[src/rtl/pipe_elastic_chain.sv]
// pipe_elastic_chain: parametrised elastic register chain of DEPTH stages,
// WIDTH bits each, with valid/ready handshakes at both ends, bubble
// collapsing, global stall, flush and an occupancy counter.
// Optional feature macro: PIPE_SEQ_TAG_EN. When it is defined, each accepted
// item carries a TAGW-bit sequence tag, and the tag of the last stage is
// presented on out_seq.
module pipe_elastic_chain #(
  parameter  int WIDTH = 32,
  parameter  int DEPTH = 3,
  parameter  int TAGW  = 4,
  localparam int CNTW  = $clog2(DEPTH + 1)
) (
  input  logic             clock,
  input  logic             reset,
  input  logic             in_valid,
  output logic             in_ready,
  input  logic [WIDTH-1:0] in_data,
  output logic             out_valid,
  input  logic             out_ready,
  output logic [WIDTH-1:0] out_data,
  input  logic             stall,
  input  logic             flush,
`ifdef PIPE_SEQ_TAG_EN
  output logic [TAGW-1:0]  out_seq,
`endif
  output logic [DEPTH-1:0] stage_valid,
  output logic [CNTW-1:0]  occupancy
);

  logic [DEPTH-1:0] valid_q, valid_d;
  logic [WIDTH-1:0] data_q [DEPTH];
  logic [WIDTH-1:0] data_d [DEPTH];
  logic [CNTW-1:0]  occ_q, occ_d;
  logic [DEPTH-1:0] adv;
  logic             move_en;
  logic             in_xfer;
  logic             out_xfer;

`ifdef PIPE_SEQ_TAG_EN
  logic [TAGW-1:0]  tag_q [DEPTH];
  logic [TAGW-1:0]  tag_d [DEPTH];
  logic [TAGW-1:0]  seq_q, seq_d;
`endif

  // Stall and flush both freeze movement. A flush also blocks the output, so
  // nothing is handed downstream in the cycle where the contents are dropped.
  assign move_en   = !stall && !flush;
  assign out_valid = valid_q[DEPTH-1] && move_en;
  assign out_xfer  = out_valid && out_ready;
  assign in_ready  = move_en && (!valid_q[0] || adv[0]);
  assign in_xfer   = in_valid && in_ready;

  assign out_data    = data_q[DEPTH-1];
  assign stage_valid = valid_q;
  assign occupancy   = occ_q;

  // Advance chain, resolved from the output stage back toward the input stage.
  always_comb begin
    logic down_adv;
    // NOTE: every variable written in always_comb is given a default before
    // any conditional update, so no path can leave it unassigned. An
    // unassigned path would infer a latch.
    adv          = '0;
    adv[DEPTH-1] = out_xfer;
    down_adv     = out_xfer;
    // NOTE: blocking '=' is used here on purpose. Each stage must see the
    // advance decision already made for the stage downstream of it in the
    // same pass. Clocked state always uses '<='.
    for (int i = DEPTH - 2; i >= 0; i--) begin
      adv[i]   = move_en && valid_q[i] && (!valid_q[i+1] || down_adv);
      down_adv = adv[i];
    end
  end

  // Next state of the stages: load from the upstream source, clear on a
  // drained advance, otherwise hold. Empty stages therefore keep filling
  // while the output is blocked.
  always_comb begin
    valid_d = valid_q;
    data_d  = data_q;
`ifdef PIPE_SEQ_TAG_EN
    tag_d   = tag_q;
`endif
    if (in_xfer) begin
      valid_d[0] = 1'b1;
      data_d[0]  = in_data;
`ifdef PIPE_SEQ_TAG_EN
      tag_d[0]   = seq_q;
`endif
    end else if (adv[0]) begin
      valid_d[0] = 1'b0;
    end
    for (int i = 1; i < DEPTH; i++) begin
      if (adv[i-1]) begin
        valid_d[i] = 1'b1;
        data_d[i]  = data_q[i-1];
`ifdef PIPE_SEQ_TAG_EN
        tag_d[i]   = tag_q[i-1];
`endif
      end else if (adv[i]) begin
        valid_d[i] = 1'b0;
      end
    end
    if (flush) begin
      valid_d = '0;
    end
  end

  // Occupancy counts input transfers minus output transfers. A flush empties
  // the chain.
  always_comb begin
    occ_d = occ_q;
    unique case ({in_xfer, out_xfer})
      2'b10:   occ_d = occ_q + CNTW'(1);
      2'b01:   occ_d = occ_q - CNTW'(1);
      default: occ_d = occ_q;
    endcase
    if (flush) begin
      occ_d = '0;
    end
  end

`ifdef PIPE_SEQ_TAG_EN
  // The sequence counter advances on every accepted item. Only reset clears
  // it, so items dropped by a flush show up as gaps in the tags.
  always_comb begin
    seq_d = in_xfer ? seq_q + TAGW'(1) : seq_q;
  end

  assign out_seq = tag_q[DEPTH-1];
`endif

  // State registers. Reset takes priority over flush and stall.
  always_ff @(posedge clock) begin
    if (reset) begin
      valid_q <= '0;
      occ_q   <= '0;
      // NOTE: the payload array is cleared on reset, which costs a reset on
      // every data flop. It is done because out_data must read 0 after reset.
      // A pure datapath array would normally be left without a reset.
      for (int i = 0; i < DEPTH; i++) begin
        data_q[i] <= '0;
      end
    end else begin
      valid_q <= valid_d;
      occ_q   <= occ_d;
      data_q  <= data_d;
    end
  end

`ifdef PIPE_SEQ_TAG_EN
  // Tag registers move in step with the payload registers.
  always_ff @(posedge clock) begin
    if (reset) begin
      seq_q <= '0;
      for (int i = 0; i < DEPTH; i++) begin
        tag_q[i] <= '0;
      end
    end else begin
      seq_q <= seq_d;
      tag_q <= tag_d;
    end
  end
`endif

endmodule

[config.mk]
export PLATFORM = sky130hd
export DESIGN_NAME = pipe_elastic_chain
export DESIGN_NICKNAME = d
export VERILOG_FILES = /design/src/rtl/pipe_elastic_chain.sv
export SDC_FILE = /design/constraint.sdc
export NUM_CORES = 1
export LEC_CHECK = 0
export CELL_PAD_IN_SITES_DETAIL_PLACEMENT = 0
export CELL_PAD_IN_SITES_GLOBAL_PLACEMENT = 2
export CORE_ASPECT_RATIO = 0.6
export CORE_MARGIN = 2
export CORE_UTILIZATION = 30
export CTS_CLUSTER_DIAMETER = 40
export DETAILED_ROUTE_END_ITERATION = 16
export MAX_ROUTING_LAYER = met4
export PLACE_DENSITY_LB_ADDON = 0.05
export SLEW_MARGIN = 25
export SYNTH_ARGS = -nofsm -noshare
export SYNTH_HDL_FRONTEND = slang
export SYNTH_SLANG_ARGS = --single-unit
[constraint.sdc]
create_clock -name clock -period 2.2 [get_ports clock]
set_clock_uncertainty 0.1 [all_clocks]
set_input_delay 0.66 -clock clock [delete_from_list [all_inputs] [get_ports clock]]
set_output_delay 0.66 -clock clock [all_outputs]
set_load 0.01 [all_outputs]
# Word level (Yosys, flattened, before mapping)
# Cells that the tools add are included.
# W data, S select, Z words.
# totals
register_bits	101
latch_bits	0
ram_bits	0
romBits	0
n_memories	0
# classes
add_sub_neg	2
n_mul	0
div_mod_pow	0
n_lt_le_gt_ge	0
eq_ne	2
shifts	0
muxes	7
bitwise	0
n_reduce_logical	22
# op_table
operator	n
$logic_and A1 B1 Y1	9
$reduce_bool A2 Y1	4
$mux W1	6
$logic_not A1 Y1	5
$pmux W2 S2	1
$logic_or A1 B1 Y1	3
$add A2 B1 Y2 const B	1
$eq A2 B1 Y1 const B	1
$eq A2 B2 Y1 const B	1
$reduce_or A2 Y1	1
$sub A2 B1 Y2 const B	1

# Longest topological paths before layout
# Gate-level depths: netlist of run 1.
# depth
word_depth	13
depth_mapped	8
mapped_depth_nobuf	7

# Worst setup path before layout of run 1
# OpenSTA, ideal clock, no wires.
# synth_timing
path_kind	input -> register
from	in flush
to	reg occ_q[1] (netlist: occupancy[1])
t_arrival_ns	1.963
required_ns	2.030
path_slack_ns	0.067
stages	7
n_path_buf	1
cell_sequence	nor2_2 -> and3_1 -> buf_6 -> inv_1 -> ha_1 -> or3_1 -> a21oi_1
# synth_between
elab_chain_len	13
elab_cells_between_ends	18
# synth_rtl
element	line	rtl
from (decl)	22	input logic flush,
$logic_not A1 Y1	47	assign move_en = !stall && !flush;
$logic_and A1 B1 Y1	47	
$logic_and A1 B1 Y1	48	assign out_valid = valid_q[DEPTH-1] && move_en;
$logic_and A1 B1 Y1	49	assign out_xfer = out_valid && out_ready;
$logic_or A1 B1 Y1	70	adv[i] = move_en && valid_q[i] && (!valid_q[i+1] || down_adv);
$logic_and A1 B1 Y1	70	
$logic_or A1 B1 Y1	70	
$logic_and A1 B1 Y1	70	
$logic_or A1 B1 Y1	50	assign in_ready = move_en && (!valid_q[0] || adv[0]);
$logic_and A1 B1 Y1	50	
$logic_and A1 B1 Y1	51	assign in_xfer = in_valid && in_ready;
$eq A2 B1 Y1 / $eq A2 B2 Y1 (equally long branches)	113	unique case ({in_xfer, out_xfer})
$pmux W2 S2 / $reduce_bool A2 Y1 (equally long branches)	n/a	
to (signal assigned)	137	occ_q <= '0;
to (signal assigned)	146	occ_q <= occ_d;
to (decl)	33	logic [CNTW-1:0] occ_q, occ_d;
# Several ways; a longest one is shown, not always the timed one.
# A chain may end at the register's enable or synchronous reset.

# Final worst setup path of run 1
# layout_timing
from	in flush
to	out out_valid
# layout_between
elab_chain_len	3
# layout_rtl
element	line	rtl
$logic_not A1 Y1	47	
$logic_and A1 B1 Y1	47	
$logic_and A1 B1 Y1	48	
to (decl)	18	output logic out_valid,
# Every way passes these cells.

==> results.yml, run 1 <==
yosys:
  yosys_register_bits: 101
  ys_seq_area_share_pct: 46.1
  synth_cells: 410
  post_synth_num_cell_types: 29
  yosysWarnings: 0
  syn-cell-area_um2: 4390
  syn-num-nets: 449
  synth_area_per_cell_um2: 10.7
routing:
  wl_mm: 8.63
  drtAntennaViolNets: 0
  drcViolationCount: 0
  vias: 2673
  first_iter_violations: 89
  via_per_inst: 4.04
  dr.pass1.iters: 4
  wl_per_cell_um: 13.0
clock_tree:
  root_buffer: "clkbuf_16"
  clk_pin_slew_worst_paths_ns: 0.07
  cts_sinks: 101
  cts_max_path_buffers: 2
  clk_latency_ns: 0.34
  cts_tree: "yes"
  htreeDepth: 3
  ctsHoldBuffers: 0
  cts_buffers: 9
timing:
  period_share_pct: 97.4
  setup-tns-final_ns: 0
  fin_ws_ns: 0.0573
  relSlewSlack_pct: 67.8
  tightest_slew_ns: 0.482
  hold_viol: 0
  rsz0062_at_grt: "true"
  holdWs_ns: 0.375
  maxSlewViolCount: 0
  setup_viol: 0
  fin_crit_ns: 2.14
  fmax_mhz: 467
setup_path:
  end_kind: "output pin"
  critPathSlowestCell: "dlygate4sd2_1"
  ff2ff_path_depth: 8
  critPathArrivalTime_ns: 1.38
  cpPeakStageDelay_ns: 0.26
  start_kind: "input pin"
  worstPathMaxFanout: 2
  path_class: "input pin to output pin"
  crit_chain: "dlygate4sd2_1, nor2_2, and2_1, clkdlybuf4s15_1"
  cp.required_ns: 1.44
power:
  pwr-share-comb_pct: 5.9
  p_total_uw: 3780
  p_leak_uw: 0.00208
  power_frac_seq_pct: 49.1
  power.switching_uw: 793
  sw_frac_of_total_pct: 21.0
  ir_worst_vdd_mv: 0.365
  p_clk_share_pct: 45.0
  intPower_uw: 2980
  p_per_area_nw_per_um2: 686
job:
  cap_violations: 0
status:
  status: "finished clean"
cells_and_area:
  final_nets: 498
  syn_to_final_growth_pct: 25.3
  fillers: 1459
  fin_util_pct: 38.3
  drive_gt1_share_pct: 10.1
  diodes: 0
floorplan:
  start_util_pct: 30.5
  io_pins: 77
  core_area_um2: 14400
  die_w_um: 160
  fp.dieH_um: 97.7
  dieArea_um2: 15600
  core.rowCount: 34
place:
  place_ws_ns: -0.566
  gp_congestion: 0.720
  io_buffers: 76
  hpwl_mm: 5.73
worst_hold_path:
  hp-class: "register to register"
  hold_depth: 2
global_routing:
  grt_max_degree: 64
  grt_pass1_vias: 2778
  grt-ovfl-total: 0
  antenna_found_initial: 0
  grt.total_usage_pct: 11.9
  grt_pass1_wl_mm: 14.4
-- critical path, delay by kind of cell --
kind          cells  cell delay [ns]
simple gates      2             0.23
buf+inv           2             0.49
-- Yosys cell counts, drive strengths merged --
master,instances,area (um2)
clkbuf,14,52.6
a31o,1,8.76
mux2i,96,961
inv,3,11.3
nand4b,1,8.76
dfxtp,101,2020
a21oi,2,10.0
and3,2,12.5
ha,1,12.5
o21ai,2,10.0
nor2,3,13.8
o211a,1,10.0
xor2,1,8.76
or2,1,6.26
and2,2,13.8
nand2,1,3.75
xnor2,1,8.76
buf,43,372
o22ai,1,6.26
or2b,1,7.51
or3,1,6.26
nor3b,1,7.51
nand3,1,10.0
nand2b,129,807
-- area by class of cell --
class                      instances  area, um2  area share, %
tap                              198        248           4.50
timing repair buffer              95        955           17.3
multi-input combinational        249       1950           35.4
clock inverter                     6       87.6           1.59
sequential                       101       2020           36.7
clock buffer                      10        229           4.16
inverter                           3       11.3          0.205
-- metrics by stage --
| step | std cells | cell area (um2) |
|---|---|---|
| finish | 662 | 5500 |
| global route | 662 | 5500 |
| global placement | 644 | 5160 |
| floorplan | 410 | 4390 |
| CTS | 662 | 5480 |
| detailed placement | 644 | 5160 |
-- layout by cell type, fill, tap and decap left out, drive strengths merged, types with 2 or more instances in the layout --
master	count
nor2	3
nand2b	129
inv	3
buf	21
bufinv	2
clkdlybuf4s50	70
mux2i	96
and2	2
a21oi	2
and3	2
dfxtp	101
clkinvlp	3
o21ai	2
dlygate4sd2	2
clkbuf	11
-- logic make-up after synthesis --
kind of cell	count (synthesis)	synth area share [%]
XOR/XNOR	2	0.399
AND/OR/NAND/NOR	143	20.4
adder cells (fa/ha/maj)	1	0.285
multiplexers	96	21.9
flip-flops	101	46.1
AO/OA/AOI/OAI	7	1.03
buffers and inverters	60	9.92
-- sequential cells by signal, summed over array words and instances, names as in the netlist --
register     count
stage_valid      3
data_q          64
occupancy        2
out_data        32
-- worst paths after layout --
check,startpoint,to,slack (ns)
hold reg to reg,out_data[14]$_SDFFE_PP0P_,out_data[14]$_SDFFE_PP0P_,0.37
hold / removal,out_data[14]$_SDFFE_PP0P_,out_data[14]$_SDFFE_PP0P_,0.37
setup / recovery,flush,out_valid,0.06
setup reg to reg,stage_valid[2]$_SDFFE_PP0P_,occupancy[1]$_SDFFE_PP0P_,0.30
-- power groups by stage --
stage	logic (uW)	clock network, uW	registers (uW)
after floorplan	125	0	1900
final	224	1700	1850
after CTS	228	1760	1850
after global routing	246	1830	1860
after detailed placement	228	0	1900
after global placement	227	0	1900
-- metal layers --
| layer | part of all wire [%] | vias up | track usage (%) |
|---|---|---|---|
| li1 | - | 1400 | - |
| met1 | 54 | 1215 | 16.6 |
| met2 | 40 | 49 | 16.7 |
| met3 | 4.7 | 9 | 3.80 |
| met4 | 1.0 | 0 | 3.12 |
| met5 | 0 | - | - |
-- repair_timing --
| action | 4_1_cts | 5_1_grt |
|---|---|---|
| pin swaps | 2 | 5 |
| resized for setup | 9 | 9 |
| setup endpoints to repair | 3 | 3 |
| setup buffers | 2 | 0 |
Note: power is estimated with default switching activity, not from simulation.
==> inputs of run 2 (changes only) <==
CAP_MARGIN = 25   (was not set)
==> results of run 2 <==
No change in the layout: final DEF, timing and power equal those of run 1.
==> inputs of run 3 (changes only) <==
PLACE_DENSITY_LB_ADDON = 0.1   (was 0.05)
SETUP_SLACK_MARGIN = 0.1   (was not set)
==> results.yml, run 3 (same netlist as run 1, synthesis figures left out) <==
timing:
  holdWs_ns: 0.372
  setup-tns-final_ns: 0
  tightest_slew_ns: 0.353
  fin_crit_ns: 2.08
  relSlewSlack_pct: 76.5
  maxSlewViolCount: 0
  rsz0062_at_grt: "true"
  hold_viol: 0
  period_share_pct: 94.4
  fmax_mhz: 481
  fin_ws_ns: 0.123
  setup_viol: 0
place:
  hpwl_mm: 5.78
  place_ws_ns: -0.506
  gp_congestion: 0.717
  io_buffers: 76
power:
  power_frac_seq_pct: 49.3
  pwr-share-comb_pct: 6.1
  intPower_uw: 2990
  sw_frac_of_total_pct: 20.7
  p_clk_share_pct: 44.6
  p_leak_uw: 0.00210
  p_per_area_nw_per_um2: 684
  power.switching_uw: 778
  ir_worst_vdd_mv: 0.333
global_routing:
  grt_pass1_vias: 2779
  grt_util_met2_pct: 16.7
  antenna_found_initial: 1
  met1_usage_pct: 16.5
  grt_max_degree: 43
  grt_use_met3_pct: 3.84
  busiest_layer: "met2"
  grt_pass1_wl_mm: 14.4
  grt-ovfl-total: 0
  grt.total_usage_pct: 12.0
floorplan:
  fp.dieH_um: 97.7
  io_pins: 77
  dieArea_um2: 15600
  core.rowCount: 34
  die_w_um: 160
  start_util_pct: 30.5
  core_area_um2: 14400
setup_path:
  critPathLaunch: "stall"
  r2r_slack_ns: 0.40
  critPathArrivalTime_ns: 1.32
  endpoint: "out_valid"
  end_kind: "output pin"
  r2r_end: "occupancy[1]$_SDFFE_PP0P_"
  start_kind: "input pin"
  cp.required_ns: 1.44
  worstPathMaxFanout: 2
  path_class: "input pin to output pin"
  r2r-start: "stage_valid[2]$_SDFFE_PP0P_"
  ff2ff_path_depth: 8
cells_and_area:
  drive_gt1_share_pct: 10.9
  syn_to_final_growth_pct: 25.2
  largest_reg_flops: 64
  largest-register: "data_q"
  final_nets: 502
  final_cell_mix: "nand2b_1 (129), dfxtp_1 (100), mux2i_1 (96), clkdlybuf4s50_1 (68), buf_4 (20)"
  final_common_cell: "nand2b_1"
routing:
  wl_mm: 8.66
  wl_per_cell_um: 13.0
  via_per_inst: 4.07
  dr.pass1.iters: 4
  first_iter_violations: 114
  drtAntennaViolNets: 0
  vias: 2708
  drcViolationCount: 0
clock_tree:
  cts_buffers: 9
  clk_latency_ns: 0.34
  htreeDepth: 3
  cts_max_path_buffers: 2
  cts_tree: "yes"
  root_buffer: "clkbuf_16"
  clk_pin_slew_worst_paths_ns: 0.07
  cts_sinks: 101
worst_hold_path:
  hp-class: "register to register"
  holdCritStartpoint: "out_data[9]$_SDFFE_PP0P_"
job:
  cap_violations: 0
status:
  status: "finished clean"
## run 3: timing repair
| item | CTS | global route |
|---|---|---|
| hold buffers | 0 | 0 |
| setup endpoints to repair | 12 | 3 |
| setup buffers | 1 | 3 |
| gates cloned | 0 | 0 |
| pin swaps | 2 | 5 |
| resized for setup | 16 | 9 |
## run 3: worst max-delay path, stage by stage
cell and delay [ns]:
clkdlybuf4s15_1 0.22, nor2_4 0.04, buf_4 0.12, and2_1 0.14
buf_2 0.13
## run 3: worst min path at each step
| stage | depth (start not counted) | slack, ns | end |
|---|---|---|---|
| after floorplan | 2 | 0.35 | out_data[10]$_SDFFE_PP0P_ |
| after global placement | 2 | 0.36 | out_data[2]$_SDFFE_PP0P_ |
| after detailed placement | 2 | 0.37 | out_data[9]$_SDFFE_PP0P_ |
| after CTS | 2 | 0.38 | out_data[9]$_SDFFE_PP0P_ |
| after global routing | 2 | 0.39 | out_data[2]$_SDFFE_PP0P_ |
| final | 2 | 0.37 | out_data[9]$_SDFFE_PP0P_ |
## run 3: layout make-up
| type | instances | area, um2 |
|---|---|---|
| Clock buffer | 10 | 229 |
| Antenna cell | 1 | 2.50 |
| Clock inverter | 5 | 83.8 |
| Timing Repair Buffer | 99 | 950 |
| Sequential cell | 101 | 2020 |
| Multi-Input combinational cell | 249 | 1950 |
| Tap cell | 198 | 248 |
| Inverter | 3 | 11.3 |
| Fill cell | 1479 | 8880 |
## run 3: power by group through the flow
stage	sequential, uW	combinational, uW	clock, uW
finish	1850	230	1680
global route	1860	252	1830
CTS	1850	233	1750
detailed placement	1900	232	0
global placement	1900	229	0
floorplan	1900	126	0
## run 3: metal layers
metal  wire length, um  part of all wire (%)
met4                87                   1.0
met3               382                   4.4
met1              4620                    53
met5                 0                     0
met2              3580                    41
## run 3: through the flow
stage                     area [um2]  total power, uW  util [%]  std cells
after floorplan                 4400             2020         -        410
after global placement          5160             2130      35.9        646
after detailed placement        5160             2130      35.9        646
after CTS                       5470             3840      38.1        662
after global routing            5500             3940      38.2        666
final                           5500             3760      38.2        666
